File: src/rtl/mdu_pkg.sv
// Shared op codes, FSM state encoding and divider constants for the mdu_hilo multiply/divide unit.
package mdu_pkg;

   typedef enum logic [3:0] {
      OP_MULT  = 4'd0,
      OP_MULTU = 4'd1,
      OP_DIV   = 4'd2,
      OP_DIVU  = 4'd3,
      OP_MTHI  = 4'd4,
      OP_MTLO  = 4'd5,
      OP_MADD  = 4'd6,
      OP_MADDU = 4'd7,
      OP_MSUB  = 4'd8,
      OP_MSUBU = 4'd9
   } op_t;

   typedef enum logic [1:0] {
      ST_IDLE = 2'd0,
      ST_MUL  = 2'd1,
      ST_DIV  = 2'd2,
      ST_FIX  = 2'd3
   } state_t;

   localparam int DIV_ITERS = 32;

endpackage

File: src/rtl/mdu_div_core.sv
// Unsigned 32-cycle restoring divider: load latches operands, each step retires one quotient bit.
module mdu_div_core (
   input  logic        clk,
   input  logic        reset,
   input  logic        i_load,
   input  logic        i_step,
   input  logic [31:0] i_dividend,
   input  logic [31:0] i_divisor,
   output logic [31:0] o_quot,
   output logic [31:0] o_rem
);

   logic [31:0] r_rem;
   logic [31:0] r_quot;
   logic [31:0] r_divisor;
   logic [32:0] w_shift;
   logic [32:0] w_diff;

   // The partial remainder stays below the divisor, so the shifted value fits in 33 bits.
   assign w_shift = {r_rem, r_quot[31]};
   assign w_diff  = w_shift - {1'b0, r_divisor};

   always_ff @(posedge clk) begin
      if (reset) begin
         r_rem     <= '0;
         r_quot    <= '0;
         r_divisor <= '0;
      end else if (i_load) begin
         r_rem     <= '0;
         r_quot    <= i_dividend;
         r_divisor <= i_divisor;
      end else if (i_step) begin
         if (!w_diff[32]) begin
            r_rem  <= w_diff[31:0];
            r_quot <= {r_quot[30:0], 1'b1};
         end else begin
            r_rem  <= w_shift[31:0];
            r_quot <= {r_quot[30:0], 1'b0};
         end
      end
   end

   assign o_quot = r_quot;
   assign o_rem  = r_rem;

endmodule

File: src/rtl/mdu_hilo.sv
// Iterative multiply/divide unit with architectural HI/LO registers.
// Define MDU_MADD_EN to add the madd/maddu/msub/msubu accumulate ops.
module mdu_hilo
   import mdu_pkg::*;
#(
   parameter int MULT_CYCLES = 5
) (
   input  logic        clk,
   input  logic        reset,
   input  logic        start,
   input  logic [3:0]  op,
   input  logic [31:0] a,
   input  logic [31:0] b,
   output logic        busy,
   output logic [31:0] hi,
   output logic [31:0] lo
);

   state_t      r_state;
   logic        r_busy;
   logic [31:0] r_hi;
   logic [31:0] r_lo;
   logic [5:0]  r_count;
   logic [63:0] r_acc;
   logic        r_negQ;
   logic        r_negR;
   logic        r_divZero;
   logic [31:0] r_aSave;

   logic        w_isMul, w_isDiv, w_signed, w_accAdd, w_accSub, w_mthi, w_mtlo;
   logic        w_accept;
   logic [63:0] w_aExt, w_bExt, w_prod, w_mulResult;
   logic [31:0] w_aMag, w_bMag, w_quot, w_rem;

   always_comb begin
      w_isMul  = 1'b0;
      w_isDiv  = 1'b0;
      w_signed = 1'b0;
      w_accAdd = 1'b0;
      w_accSub = 1'b0;
      w_mthi   = 1'b0;
      w_mtlo   = 1'b0;
      case (op)
         OP_MULT:  begin w_isMul = 1'b1; w_signed = 1'b1; end
         OP_MULTU: w_isMul = 1'b1;
         OP_DIV:   begin w_isDiv = 1'b1; w_signed = 1'b1; end
         OP_DIVU:  w_isDiv = 1'b1;
         OP_MTHI:  w_mthi = 1'b1;
         OP_MTLO:  w_mtlo = 1'b1;
`ifdef MDU_MADD_EN
         OP_MADD:  begin w_isMul = 1'b1; w_signed = 1'b1; w_accAdd = 1'b1; end
         OP_MADDU: begin w_isMul = 1'b1; w_accAdd = 1'b1; end
         OP_MSUB:  begin w_isMul = 1'b1; w_signed = 1'b1; w_accSub = 1'b1; end
         OP_MSUBU: begin w_isMul = 1'b1; w_accSub = 1'b1; end
`endif
         default: ;
      endcase
   end

   assign w_accept = start & ~r_busy;

   // The full product and any accumulate are formed at issue; MUL only models latency.
   assign w_aExt      = w_signed ? {{32{a[31]}}, a} : {32'b0, a};
   assign w_bExt      = w_signed ? {{32{b[31]}}, b} : {32'b0, b};
   assign w_prod      = w_aExt * w_bExt;
   assign w_mulResult = w_accAdd ? ({r_hi, r_lo} + w_prod) :
                        w_accSub ? ({r_hi, r_lo} - w_prod) : w_prod;

   assign w_aMag = (w_signed && a[31]) ? (~a + 32'd1) : a;
   assign w_bMag = (w_signed && b[31]) ? (~b + 32'd1) : b;

   mdu_div_core u_divCore (
      .clk        (clk),
      .reset      (reset),
      .i_load     (w_accept & w_isDiv),
      .i_step     (r_state == ST_DIV),
      .i_dividend (w_aMag),
      .i_divisor  (w_bMag),
      .o_quot     (w_quot),
      .o_rem      (w_rem)
   );

   always_ff @(posedge clk) begin
      if (reset) begin
         r_state   <= ST_IDLE;
         r_busy    <= 1'b0;
         r_hi      <= '0;
         r_lo      <= '0;
         r_count   <= '0;
         r_acc     <= '0;
         r_negQ    <= 1'b0;
         r_negR    <= 1'b0;
         r_divZero <= 1'b0;
         r_aSave   <= '0;
      end else begin
         case (r_state)
            ST_IDLE: begin
               if (w_accept) begin
                  if (w_isMul) begin
                     r_acc   <= w_mulResult;
                     r_count <= 6'(MULT_CYCLES - 1);
                     r_busy  <= 1'b1;
                     r_state <= ST_MUL;
                  end else if (w_isDiv) begin
                     r_negQ    <= w_signed & (a[31] ^ b[31]);
                     r_negR    <= w_signed & a[31];
                     r_divZero <= (b == 32'd0);
                     r_aSave   <= a;
                     r_count   <= 6'(DIV_ITERS - 1);
                     r_busy    <= 1'b1;
                     r_state   <= ST_DIV;
                  end else if (w_mthi) begin
                     r_hi <= a;
                  end else if (w_mtlo) begin
                     r_lo <= a;
                  end
               end
            end
            ST_MUL: begin
               if (r_count == 6'd0) begin
                  {r_hi, r_lo} <= r_acc;
                  r_busy       <= 1'b0;
                  r_state      <= ST_IDLE;
               end else begin
                  r_count <= r_count - 6'd1;
               end
            end
            ST_DIV: begin
               if (r_count == 6'd0) begin
                  r_state <= ST_FIX;
               end else begin
                  r_count <= r_count - 6'd1;
               end
            end
            ST_FIX: begin
               // Divide by zero reports all-ones quotient and the original dividend.
               if (r_divZero) begin
                  r_lo <= 32'hFFFF_FFFF;
                  r_hi <= r_aSave;
               end else begin
                  r_lo <= r_negQ ? (~w_quot + 32'd1) : w_quot;
                  r_hi <= r_negR ? (~w_rem + 32'd1) : w_rem;
               end
               r_busy  <= 1'b0;
               r_state <= ST_IDLE;
            end
            default: r_state <= ST_IDLE;
         endcase
      end
   end

   assign busy = r_busy;
   assign hi   = r_hi;
   assign lo   = r_lo;

endmodule
File: config.mk
export PLATFORM = sky130hd
export DESIGN_NAME = mdu_hilo
export DESIGN_NICKNAME = d
export VERILOG_FILES = /design/src/rtl/mdu_pkg.sv /design/src/rtl/mdu_div_core.sv /design/src/rtl/mdu_hilo.sv
export SDC_FILE = /design/constraint.sdc
export NUM_CORES = 2
export LEC_CHECK = 0
export CAP_MARGIN = 20
export CORE_MARGIN = 4
export CORE_UTILIZATION = 50
export CTS_BUF_LIST = sky130_fd_sc_hd__clkbuf_8
export CTS_CLUSTER_DIAMETER = 40
export DETAILED_ROUTE_END_ITERATION = 10
export GPL_TIMING_DRIVEN = 0
export PLACE_DENSITY = 0.66
export SLEW_MARGIN = 20
export SYNTH_ARGS = -nofsm -noshare
export SYNTH_HDL_FRONTEND = slang
export SYNTH_SLANG_ARGS = --single-unit
File: constraint.sdc
create_clock -name clk -period 12.03 [get_ports clk]
set_clock_uncertainty 0.1 [all_clocks]
set_input_delay 1.8045 -clock clk [delete_from_list [all_inputs] [get_ports clk]]
set_output_delay 1.8045 -clock clk [all_outputs]
set_load 0.03 [all_outputs]
==> flow_metrics.env <==
export IMPL_syn_nets=8988
export IMPL_grt_max_degree=23
export IMPL_synth_cell_types=86
export IMPL_synth_avg_cell_area_um2=8.81
export IMPL_antenna_found_initial=32
export IMPL_synthCells=7145
export IMPL_synthArstFlopShare=0
export IMPL_outcome="completed"
export IMPL_finalCritPeriodShare=0.988
export IMPL_dpl_cell_count=8890
export IMPL_synthToLayoutAreaGrowth_pct=7.18
export IMPL_layout_commonest_cell="inv_1"
export IMPL_ys_ff_latch=268
export IMPL_worst_path_most_repeated_cell="fa_1"
export IMPL_grt_ovfl_total=0
export IMPL_vias=52400
export IMPL_yosys_area_top_type="fa_1"
export IMPL_syn_cell_area_um2=62900
export IMPL_yosysSeqAreaShare=0.0852
export IMPL_grt_pass1_wl_um=366000
export IMPL_clock_root_buffer="clkbuf_8"
export IMPL_h_tree_depth=2
export IMPL_die_w_um=363
export IMPL_clkLatencyLatePin_ps=590
export IMPL_wl_per_cell_um=27.9
export IMPL_synth_edf_count=0
export IMPL_fillers=11800
export IMPL_core_area_um2=124000
export IMPL_critPathTopFamily="adder cells"
export IMPL_drc_errors=0
export IMPL_yosys_top_cells_area="fa_1, inv_1, dfxtp_1"
export IMPL_grt_util_all_layers=0.385
export IMPL_layout_common_cells="inv_1, fa_1, nand2_1, and2_1, ha_1"
export IMPL_path_buf_inv=6
export IMPL_io_buffer_count=102
export IMPL_synth_warnings=0
export IMPL_grt_pass1_vias=54200
export IMPL_regArea_um2=5370
export IMPL_crit_slowest_cell="fa_1"
export IMPL_synth_top_area_frac=0.452
export IMPL_synth_ff_type="dfxtp_1"
export IMPL_maxSlewViolCount=0
export IMPL_routed_via_density=5.83
export IMPL_path_max_fanout=12
export IMPL_firstDrtPassIters=6
export IMPL_worstSetupPathType="input port to flip-flop"
export IMPL_fmax_ghz=0.0841
export IMPL_multi_input_area_um2=50100
export IMPL_max_cap_violations=0
export IMPL_dp_hpwl_um=209000
export IMPL_numCtsBuffers=41
export IMPL_start_util=0.506
export IMPL_fin_cells=8982
export IMPL_synth_top_family_by_area="adder cells"
export IMPL_setup_tns_ps=0
export IMPL_synth_fa_ha_area_frac=0.522
export IMPL_yosys_area_share_simple=0.140
export IMPL_crit_path_end_kind="flip-flop"
export IMPL_finalHoldViolCount=0
export IMPL_drive_gt1_frac=0.0374
export IMPL_cts_tree="built"
export IMPL_cts_buffer_depth=3
export IMPL_die_h_um=363
export IMPL_post_route_util=0.542
export IMPL_fin_crit_ps=11890
export IMPL_max_slew_margin_rel=0.162
export IMPL_gp_congestion=1.06
export IMPL_min_path_type="flip-flop to flip-flop"
export IMPL_critical_path_max_stage_delay_ps=840
export IMPL_cp_start_kind="input port"
export IMPL_die_area_um2=132000
export IMPL_dr_first_iter_drc_count=5679
export IMPL_worst_ep_required_time_ps=12400
export IMPL_crit_arrival_ps=12260
export IMPL_fin_nets=9138
export IMPL_clkSlewWorstSetupHoldPaths_ps=70
export IMPL_rsz0062_at_grt="false"
export IMPL_antenna_left=0
export IMPL_final_setup_viol_count=0
export IMPL_synth_compound_area_share=0.0883
export IMPL_worstMarginPinSlew_ps=1260
export IMPL_ioPinCount=136
export IMPL_clkSinkCount=268
export IMPL_finalWirelength_um=251000
export IMPL_synth_xor_area_frac=0.0346
export IMPL_num_rows=129
export IMPL_synthMuxAreaShare=0.00877
export IMPL_cts_hold_buffers_added=0
-- synthesized netlist by cell type, types with 7 or more instances --
master    count
o41ai_1      14
clkbuf_1    359
nor2_1      250
a221oi_1      7
or2_2         7
buf_2         7
or4_1        12
or3_1        27
xor2_1       93
a211oi_1     70
inv_1      1591
nand4_1      21
xnor2_1     156
buf_1        63
mux2i_1      54
o21ai_1      17
a311oi_1     73
and2_1      357
and3_1       36
dfxtp_1     268
a22oi_1      63
o21ai_0     187
o21bai_1     14
a31oi_1      19
nor4_1       15
o21a_1       14
o31ai_1      35
a21o_1       37
nor2b_1      21
nand2b_1     21
nor3_1       29
a31o_2        9
ha_1        350
a21oi_1     230
fa_1       1422
o211ai_1     10
nand2_1    1049
nand3_1      46
-- per-layer routing --
metal  GRT usage  wire, um  vias up
met1       0.489     93500    26400
met5           0        97        -
li1            -         -    21900
met3       0.130     32700      745
met4       0.224     17700       16
met2       0.575    107000     3266
-- worst reg2reg max path: stages (launching register included) --
cell and delay (ps):
dfxtp_1 340, inv_1 80, ha_1 260, fa_1 440, nor2b_1 130, o21ai_0 120, a21boi_1 210, o21ai_1 210
o31ai_2 590, a21oi_1 250, o211ai_1 540, buf_2 390, buf_2 340, nand2_1 90, o21ai_0 160, o21ai_0 120
-- metrics by stage --
step	setup slack, ps	hold WS, ps	instance area, um2
3_3_place_gp	-3420	341	66000
6_report	143	356	67500
5_1_grt	8.22	365	67400
4_1_cts	5.22	356	67200
2_1_floorplan	807	325	62900
3_5_place_dp	-2890	347	66200
-- path summary, 6_finish.rpt --
check,from,slack (ps),endpoint,cells after the start
worst max register to register,u_divCore.o_quot[31],7510,u_divCore.o_rem[0],15
worst min-delay path,r_aSave[20],360,r_aSave[20],2
worst min register to register,r_aSave[20],360,r_aSave[20],2
worst max-delay path,b[24],140,r_acc[63],26
-- state kept, by name, indices dropped and copies added (netlist names) --
| register | flops |
|---|---|
| r_divZero | 1 |
| r_negR | 1 |
| u_divCore.o_quot | 32 |
| lo | 32 |
| u_divCore.o_rem | 32 |
| r_aSave | 32 |
| u_divCore.r_divisor | 32 |
| busy | 1 |
| r_count | 6 |
| r_negQ | 1 |
| r_acc | 64 |
| hi | 32 |
| r_state | 2 |
-- area by class of cell --
cell class | count | share of cell area
inverters | 1592 | 0.0886
well taps | 1637 | 0.0304
clock inverters | 21 | 0.00284
diodes | 20 | 0.000742
clock buffers | 52 | 0.0106
flip-flops and latches | 268 | 0.0795
plain buffers | 423 | 0.0271
repair buffers | 114 | 0.0175
multi-input cells | 4855 | 0.743
-- cell families (layout without fill, tap and decap cells) --
| group | after synthesis | after routing |
|---|---|---|
| adders and majority gates | 1775 | 1775 |
| buffers and inverters | 2022 | 2202 |
| xor gates and xnor gates | 249 | 249 |
| and+or+nand+nor | 1925 | 1925 |
| other | 0 | 20 |
| muxes | 55 | 55 |
| AOI/OAI and AO/OA | 851 | 851 |
| DFF | 268 | 268 |
-- timing repair --
item	CTS	global route
setup endpoints to repair	29	17
setup buffers	4	1
pin swaps	3	2
gates resized for setup	39	137
Power is not shown: default switching activity piles up to over one toggle a cycle in this logic, so the estimate is an artifact.
